===== src/rtl/q0_inv_lut_if.sv =====
// Byte lookup stream for q0_inv_lut: request channel (in_*) and result channel (out_*).
interface q0_inv_lut_if;
    logic       in_valid;
    logic       in_ready;
    logic [7:0] in_byte;
    logic       out_valid;
    logic       out_ready;
    logic [7:0] out_byte;

    modport master (
        output in_valid, in_byte, out_ready,
        input  in_ready, out_valid, out_byte
    );

    modport slave (
        input  in_valid, in_byte, out_ready,
        output in_ready, out_valid, out_byte
    );
endinterface


===== src/rtl/q0_inv_lut.sv =====
// Inverse Twofish q0 lookup: builds inv[q0(i)] = i after reset, then serves byte lookups.
// Define Q0_INV_VERIFY_EN to add a post-build self-check sweep that drives init_err.
module q0_inv_lut (
    input  logic            clk,
    input  logic            rst,
    q0_inv_lut_if.slave     bus,
    output logic            busy,
    output logic            init_err
);

    typedef enum logic [1:0] {FILL, VERIFY, RUN} state_t;

    localparam logic [3:0] T0 [16] = '{4'h8, 4'h1, 4'h7, 4'hD, 4'h6, 4'hF, 4'h3, 4'h2,
                                       4'h0, 4'hB, 4'h5, 4'h9, 4'hE, 4'hC, 4'hA, 4'h4};
    localparam logic [3:0] T1 [16] = '{4'hE, 4'hC, 4'hB, 4'h8, 4'h1, 4'h2, 4'h3, 4'h5,
                                       4'hF, 4'h4, 4'hA, 4'h6, 4'h7, 4'h0, 4'h9, 4'hD};
    localparam logic [3:0] T2 [16] = '{4'hB, 4'hA, 4'h5, 4'hE, 4'h6, 4'hD, 4'h9, 4'h0,
                                       4'hC, 4'h8, 4'hF, 4'h3, 4'h2, 4'h4, 4'h7, 4'h1};
    localparam logic [3:0] T3 [16] = '{4'hD, 4'h7, 4'hF, 4'h4, 4'h1, 4'h2, 4'h6, 4'hE,
                                       4'h9, 4'hB, 4'h3, 4'h0, 4'h8, 4'h5, 4'hC, 4'hA};

    // Forward q0 nibble network; result packs {b4, a4}.
    function automatic logic [7:0] q0(input logic [7:0] x);
        logic [3:0] a1, b1, a2, b2, a3, b3;
        a1 = x[7:4] ^ x[3:0];
        b1 = x[7:4] ^ {x[0], x[3:1]} ^ {x[4], 3'b000};
        a2 = T0[a1];
        b2 = T1[b1];
        a3 = a2 ^ b2;
        b3 = a2 ^ {b2[0], b2[3:1]} ^ {a2[0], 3'b000};
        return {T3[b3], T2[a3]};
    endfunction

    state_t     state;
    logic [7:0] i;
    logic [7:0] inv [256];
    logic [7:0] rd_addr;
    logic [7:0] rd_data;
    logic       run;
    logic       accept;
    logic       ovalid;
    logic [7:0] obyte;

    assign run          = (state == RUN);
    assign busy         = ~run;
    assign bus.in_ready = run & (~ovalid | bus.out_ready);
    assign accept       = bus.in_valid & bus.in_ready;
    assign bus.out_valid = ovalid;
    assign bus.out_byte  = obyte;

    always_ff @(posedge clk) begin
        if (state == FILL)
            inv[q0(i)] <= i;
    end

`ifdef Q0_INV_VERIFY_EN
    logic [8:0] vcnt;
    logic [7:0] vdata;
    logic [7:0] chk_idx;
    logic       chk_valid;

    // The verify sweep and lookups share the single read port.
    assign rd_addr = run ? bus.in_byte : vcnt[7:0];
    assign rd_data = inv[rd_addr];

    always_ff @(posedge clk or posedge rst) begin
        if (rst) begin
            state     <= FILL;
            i         <= 8'h00;
            vcnt      <= 9'd0;
            vdata     <= 8'h00;
            chk_idx   <= 8'h00;
            chk_valid <= 1'b0;
            init_err  <= 1'b0;
        end else begin
            unique case (state)
                FILL: begin
                    if (i == 8'hFF) state <= VERIFY;
                    else            i     <= i + 8'd1;
                end
                VERIFY: begin
                    vcnt      <= vcnt + 9'd1;
                    vdata     <= rd_data;
                    chk_idx   <= vcnt[7:0];
                    chk_valid <= ~vcnt[8];
                    if (chk_valid && (q0(vdata) != chk_idx))
                        init_err <= 1'b1;
                    if (vcnt[8]) state <= RUN;
                end
                RUN: ;
                default: state <= FILL;
            endcase
        end
    end
`else
    assign rd_addr  = bus.in_byte;
    assign rd_data  = inv[rd_addr];
    assign init_err = 1'b0;

    always_ff @(posedge clk or posedge rst) begin
        if (rst) begin
            state <= FILL;
            i     <= 8'h00;
        end else begin
            unique case (state)
                FILL: begin
                    if (i == 8'hFF) state <= RUN;
                    else            i     <= i + 8'd1;
                end
                RUN: ;
                default: state <= FILL;
            endcase
        end
    end
`endif

    // Accept takes priority over drain so a same-cycle pair keeps full throughput.
    always_ff @(posedge clk or posedge rst) begin
        if (rst) begin
            ovalid <= 1'b0;
            obyte  <= 8'h00;
        end else if (accept) begin
            ovalid <= 1'b1;
            obyte  <= rd_data;
        end else if (bus.out_ready) begin
            ovalid <= 1'b0;
        end
    end

endmodule


===== src/flat_wrapper.sv =====
// flat-port wrapper written by rule: the top's interface ports become plain ports
module q0_inv_lut_flat 
  (clk, rst, busy, init_err, bus_in_valid, bus_in_byte, bus_out_ready, bus_in_ready, bus_out_valid, bus_out_byte);
  q0_inv_lut_if bus_i ();
  input  logic clk;
  input  logic rst;
  output logic busy;
  output logic init_err;
  input wire logic [$bits(bus_i.in_valid)-1:0] bus_in_valid;
  input wire logic [$bits(bus_i.in_byte)-1:0] bus_in_byte;
  input wire logic [$bits(bus_i.out_ready)-1:0] bus_out_ready;
  output wire logic [$bits(bus_i.in_ready)-1:0] bus_in_ready;
  output wire logic [$bits(bus_i.out_valid)-1:0] bus_out_valid;
  output wire logic [$bits(bus_i.out_byte)-1:0] bus_out_byte;
  assign bus_i.in_valid = bus_in_valid;
  assign bus_i.in_byte = bus_in_byte;
  assign bus_i.out_ready = bus_out_ready;
  assign bus_in_ready = bus_i.in_ready;
  assign bus_out_valid = bus_i.out_valid;
  assign bus_out_byte = bus_i.out_byte;
  q0_inv_lut u_core (.clk(clk), .rst(rst), .bus(bus_i), .busy(busy), .init_err(init_err));
endmodule

===== config.mk =====
export PLATFORM = sky130hd
export DESIGN_NAME = q0_inv_lut_flat
export DESIGN_NICKNAME = d
export VERILOG_FILES = /design/src/rtl/q0_inv_lut_if.sv /design/src/rtl/q0_inv_lut.sv /design/src/flat_wrapper.sv
export SDC_FILE = /design/constraint.sdc
export NUM_CORES = 2
export LEC_CHECK = 0
export BUFFER_PORTS_ARGS = -buffer_cell sky130_fd_sc_hd__clkbuf_2
export CAP_MARGIN = 30
export CORE_MARGIN = 4
export CORE_UTILIZATION = 30
export CTS_CLUSTER_SIZE = 8
export DETAILED_ROUTE_END_ITERATION = 7
export GPL_TIMING_DRIVEN = 0
export SYNTH_ARGS = -nofsm -noshare
export SYNTH_HDL_FRONTEND = slang
export SYNTH_SLANG_ARGS = --single-unit

===== constraint.sdc =====
create_clock -name clk -period 12 [get_ports clk]
set_input_delay 1.2 -clock clk [delete_from_list [all_inputs] [get_ports clk]]
set_output_delay 1.2 -clock clk [all_outputs]
set_load 0.1 [all_outputs]

# Word level (Yosys, flattened, before mapping)

Memory sizes are Yosys's and may differ from the RTL's. A register that Yosys moved wholly into a read port is not among the register bits.
Cells that the tools add are included.

Bits in registers: 11
RAM bits: 2048
Memory bits (read-only): 256
Bits of input ports: 12
Output and inout port bits: 12
Word-level logic and storage cells: 50
Memories kept: 5

$add $sub $neg: 1
Order comparisons: 4
Eq/ne operators: 3
Multiplexer cells: 14
Bitwise operators: 16
Reduce and logical (&&, ||, !) cells: 4

Memory list:

| memory           | words | width | rd ports | clocked after memory_dff | write ports | RTL line         | source |
|---|---|---|---|---|---|---|---|
| u_core.inv       | 256   | 8     | 1        | 1                        | 1           | q0_inv_lut.sv:36 | `logic [7:0] inv [256];` |
| (name not given) | 16    | 4     | 1        | 0                        | 0           | q0_inv_lut.sv:27 | `a2 = T0[a1];` |
| (name not given) | 16    | 4     | 1        | 0                        | 0           | q0_inv_lut.sv:28 | `b2 = T1[b1];` |
| (name not given) | 16    | 4     | 1        | 0                        | 0           | q0_inv_lut.sv:31 | `return {T3[b3], T2[a3]};` |
| (name not given) | 16    | 4     | 1        | 0                        | 0           | q0_inv_lut.sv:31 |  |

Operator list:

| kind                                                      | number |
|---|---|
| two-way mux 4 bit                                         | 8 |
| bitwise XOR 4 bit                                         | 6 |
| greater-or-equal comparator 5 bit (second input constant) | 4 |
| NOT 4 -> 5 bit                                            | 4 |
| adder 8 x 1 -> 8 bit (second input constant)              | 1 |
| == test 8 bit (second input constant)                     | 1 |
| two-way mux 1 bit                                         | 4 |
| case mux 2 bit (2 select lines)                           | 1 |
| AND reduction 2 bit                                       | 2 |
| NOT 1 bit                                                 | 3 |
| AND 1 bit                                                 | 2 |
| == test 2 bit (second input constant)                     | 1 |
| logical NOT 2 bit                                         | 1 |
| two-way mux 2 bit                                         | 1 |
| inequality test 2 bit (second input constant)             | 1 |
| nonzero test 2 bit                                        | 1 |
| OR 1 bit                                                  | 1 |

# Logic depth before layout (Yosys ltp)

Depth in word-level cells: 12
Mapped depth: 18
Mapped depth without buffers: 14

# Least setup slack after synthesis

OpenSTA, ideal clock, no wires.

Kind: reg-to-reg
Start: register u_core.i[2]
End: memory u_core.inv[194][0] (enable)
Arrival time: 7564 ps
Path slack: 4053 ps
Stages on the path, launching flop included: 18
Buffers on the path: 3
Clock period less this slack: 7947 ps
Cell sequence: dfrtp_1 -> buf_2 -> xnor2_2 -> inv_1 -> ha_1 -> nor2_1 -> a22o_1 -> or3_1 -> clkbuf_1 -> nand2_1 -> inv_1 -> ha_1 -> inv_1 -> mux2i_1 -> a21oi_1 -> nand4_1 -> clkbuf_1 -> nor3_1

Cells in the longest elaborated chain, start to end: 12

Ends and longest elaborated chain:

| item                                                  | RTL line          | source |
|---|---|---|
| start: declaration                                    | q0_inv_lut.sv:35  | `logic [7:0] i;` |
| start signal: assignment                              | q0_inv_lut.sv:108 | `else i <= i + 8'd1;` |
| bitwise XOR 4 bit (2 in series)                       | q0_inv_lut.sv:26  | `b1 = x[7:4] ^ {x[0], x[3:1]} ^ {x[4], 3'b000};` |
| NOT 4 -> 5 bit (implied by the code)                  | q0_inv_lut.sv:28  |  |
| memory read (16 x 4 bit)                              | -                 |  |
| two-way mux 4 bit (implied by the code) (2 in series) | q0_inv_lut.sv:28  |  |
| bitwise XOR 4 bit (2 in series)                       | q0_inv_lut.sv:30  | `b3 = a2 ^ {b2[0], b2[3:1]} ^ {a2[0], 3'b000};` |
| NOT 4 -> 5 bit (implied by the code)                  | q0_inv_lut.sv:31  |  |
| memory read (16 x 4 bit)                              | -                 |  |
| two-way mux 4 bit (implied by the code) (2 in series) | q0_inv_lut.sv:31  |  |
| end: declaration                                      | q0_inv_lut.sv:36  |  |

Parallel ways exist; a longest one is shown, timed or not. The select of a mux whose other input is x is not followed.

# Worst setup path in the final report

Start: register u_core.i[4]
End: memory u_core.inv[210][6] (enable)

The elaborated chain is that of the path after synthesis.

==> impl_metrics.toml <==
[global_route]
grt_pass1_vias = 43276
antenna_found_initial = 14
gr-total-overflow = 0
grt_max_degree = 101
grt_usage = 0.168
grt_pass1_wl_um = 333000

[critical_path]
worstSetupStartpointType = "flop"
critPathMaxStageDelay_ns = 0.97
cp-end-kind = "flop"
slowest_stage = "dfrtp_4"
cp_num_buf_inv = 7
cp_cell_sequence = "buf_2 > xnor2_1 > inv_1 > ha_1 > mux2i_1 > o21ai_0 > or3_1 > clkbuf_1 > nand2_1 > inv_1 > ha_1 > inv_1 > mux2i_1 > a21oi_1 > nand4_1 > buf_8 > clkbuf_2 > nor2_1"
cp_data_required_time_ns = 12.54
cpMostUsedCell = "inv_1"
crit_path_max_fanout = 74
critPathArrivalTime_ns = 8.14
cp_top_family = "simple AND/OR/NAND/NOR gates"
path_class = "reg2reg"

[yosys]
synth_cells = 3800
async_flop_share = 0.00871
synth.distinct_cells = 79
synthFlopType = "edfxtp_1"
synthesis.nets = 3831
synthAdderAreaFrac = 0.00292
synthSimpleGateAreaFrac = 0.0242
synth-compound-area-share = 0.0305
yosysWarnings = 0
ys_seq_area_frac = 0.762
synth_xor_area_frac = 0.00448
netlist_area_mm2 = 0.0813
yosys_register_bits = 2066
yosys-mux-area-fraction = 0.162
avgSynthCellArea_um2 = 21.4
synth_top_family_by_area = "multiplexers"
synth-edff-count = 2048

[timing]
timing.hold.ws_ns = 0.400
rsz0062_at_grt = "no"
tightest_slew_ns = 1.36
hold_viol_final = 0
slew_headroom = 0.0954
max_freq_mhz = 132
skew_ns = 0.0517
timing.final.crit_period_ns = 7.59
setup-violations-final = 0
slew_viol_final = 0
min_period_over_period = 0.633
worst_slack_ns = 4.41

[clock_network]
cts_hold_buffers = 0
clock_latency_ns = 0.93
cts-root-buf = "clkbuf_16"
numCtsBuffers = 309
h-tree-depth = 5
post-cts-setup-buffers = 0
cts_resized = 0
cts_buffer_depth = 4
cts_tree = "done"
cts.sinks = 2066
clk_pin_slew_worst_paths_ns = 0.05

[final_layout]
drive_above_1_share = 0.284
final_common_cell = "edfxtp_1"
syn2layout_area_growth_pct = 19.1
fin_nets = 4353
final_area_mm2 = 0.0969
final_cell_mix = "edfxtp_1, mux4_2, clkbuf_16, mux2i_1, nor2_1"

[route]
drt-vias-per-instance = 5.41
first_pass_iters = 6
vias = 42752
avgRoutedWirePerCell_um = 30.2
first_iter_violations = 5611
final_antenna_net_count = 0
totalWireLength_um = 239000
drcViolationCount = 0

[floorplanning]
rows = 190
initial_utilization = 0.303
io_pins = 24
dieArea_mm2 = 0.280
dieWidth_um = 529
die_height_um = 529
core_area_mm2 = 0.269

[power]
p_leak_nw = 27.5
power_density_mw_per_mm2 = 163
peakVddDrop_mv = 0.125
finalPower_mw = 15.8

[place]
dp_slack_ns = 4.64
gp_congestion = 0.914
placed_area_mm2 = 0.0886
portBuffers = 16
dp_hpwl_um = 163000

[status]
outcome = "completed"

[flow_run]
cap_violations = 0

[min_path]
hold_path.class = "in2async"
[cell usage after synthesis, types with 5 or more instances]
| library cell | instances | area (um^2) |
|---|---|---|
| o21ai_1 | 5 | 25.0 |
| buf_2 | 53 | 265 |
| nor3_1 | 135 | 676 |
| or2_2 | 6 | 37.5 |
| o21a_1 | 9 | 67.6 |
| inv_1 | 19 | 71.3 |
| a32oi_1 | 9 | 78.8 |
| a22oi_1 | 94 | 706 |
| mux2i_1 | 156 | 1560 |
| buf_4 | 8 | 60.1 |
| o21ai_0 | 23 | 115 |
| nor2b_1 | 10 | 62.6 |
| nand4_1 | 7 | 43.8 |
| a22o_1 | 19 | 166 |
| nand2_1 | 78 | 293 |
| a221oi_1 | 66 | 578 |
| edfxtp_1 | 2048 | 61500 |
| dfrtp_1 | 18 | 450 |
| nand3_1 | 12 | 60.1 |
| a32o_1 | 7 | 70.1 |
| a21oi_1 | 31 | 155 |
| nand2b_1 | 10 | 62.6 |
| clkbuf_1 | 129 | 484 |
| mux4_2 | 515 | 11600 |
| nor2_1 | 138 | 518 |
| ha_1 | 19 | 238 |
| xnor2_1 | 10 | 87.6 |
| o22ai_1 | 15 | 93.8 |
| xor2_1 | 5 | 43.8 |
| buf_1 | 62 | 233 |
[worst register-to-register path, delay by kind of cell (launching register included)]
kind                       cells  cell delay [ns]
AOI/OAI and AO/OA              2             0.65
xor gates and xnor gates       1             0.30
adders and majority gates      2             0.65
buffers and inverters          7             1.99
DFF                            1             0.97
muxes                          2             0.39
and+or+nand+nor                4             2.32
[registers in the layout, indices dropped and copies added, names as in the netlist]
register              flops
u_core.inv             2048
u_core.bus.out_byte       8
u_core.i                  8
u_core.bus.out_valid      1
u_core.state              1
[power breakdown]
group	internal [mW]	switching (mW)
Clock	4.59	2.88
Sequential	7.83	0
Combinational	0.167	0.312
Total	12.6	3.19
[cells by family (layout without fill, tap and decap cells)]
group | Yosys count | count (layout)
AOI/OAI and AO/OA | 316 | 316
and+or+nand+nor | 424 | 424
adders and majority gates | 19 | 19
other | 1 | 6
xor gates and xnor gates | 26 | 26
buffers and inverters | 273 | 824
muxes | 675 | 675
DFF | 2066 | 2066
[per-stage QoR]
| stage | TNS, ns | std cells | util |
|---|---|---|---|
| 2_1_floorplan | 0 | 3800 | - |
| 3_3_place_gp | -2631.64 | 7368 | 0.319 |
| 3_5_place_dp | 0 | 7547 | 0.330 |
| 4_1_cts | 0 | 7887 | 0.359 |
| 5_1_grt | 0 | 7905 | 0.360 |
| 6_report | 0 | 7908 | 0.360 |
[final cells by class]
cell class	instances	area (um^2)
fillers	24423	172000
flip-flops and latches	2066	62000
multi-input cells	1461	18600
clock buffers	329	7920
well taps	3552	4440
repair buffers	211	2710
plain buffers	253	1070
clock inverters	11	104
inverters	20	75.1
diodes	5	12.5
[metal layers]
layer  GRT usage  part of all wire  wire length (um)  vias to the layer above
met5           0           0.00013                31                        -
met4      0.0849             0.056             13300                        6
met3      0.0452             0.097             23100                      585
met2       0.265              0.47            112000                     2404
met1       0.212              0.38             89700                    22780
li1            -                 -                 -                    16977
[path summary, 6_finish.rpt]
path | depth (start not counted) | endpoint | slack [ns] | startpoint
max | 18 | u_core.inv[210][6]$_DFFE_PP_ | 4.41 | u_core.i[4]$_DFFE_PP0P_
min | 2 | u_core.i[1]$_DFFE_PP0P_ | 0.40 | rst
max reg2reg | 18 | u_core.inv[210][6]$_DFFE_PP_ | 4.41 | u_core.i[4]$_DFFE_PP0P_
min reg2reg | 2 | u_core.bus.out_byte[1]$_DFFE_PP0P_ | 0.49 | u_core.bus.out_byte[1]$_DFFE_PP0P_
max in group asynchronous | 2 | u_core.i[0]$_DFFE_PP0P_ | 11.09 | rst
min in group clk | 2 | u_core.bus.out_byte[1]$_DFFE_PP0P_ | 0.49 | u_core.bus.out_byte[1]$_DFFE_PP0P_
Power figures use the tool's default switching activity.
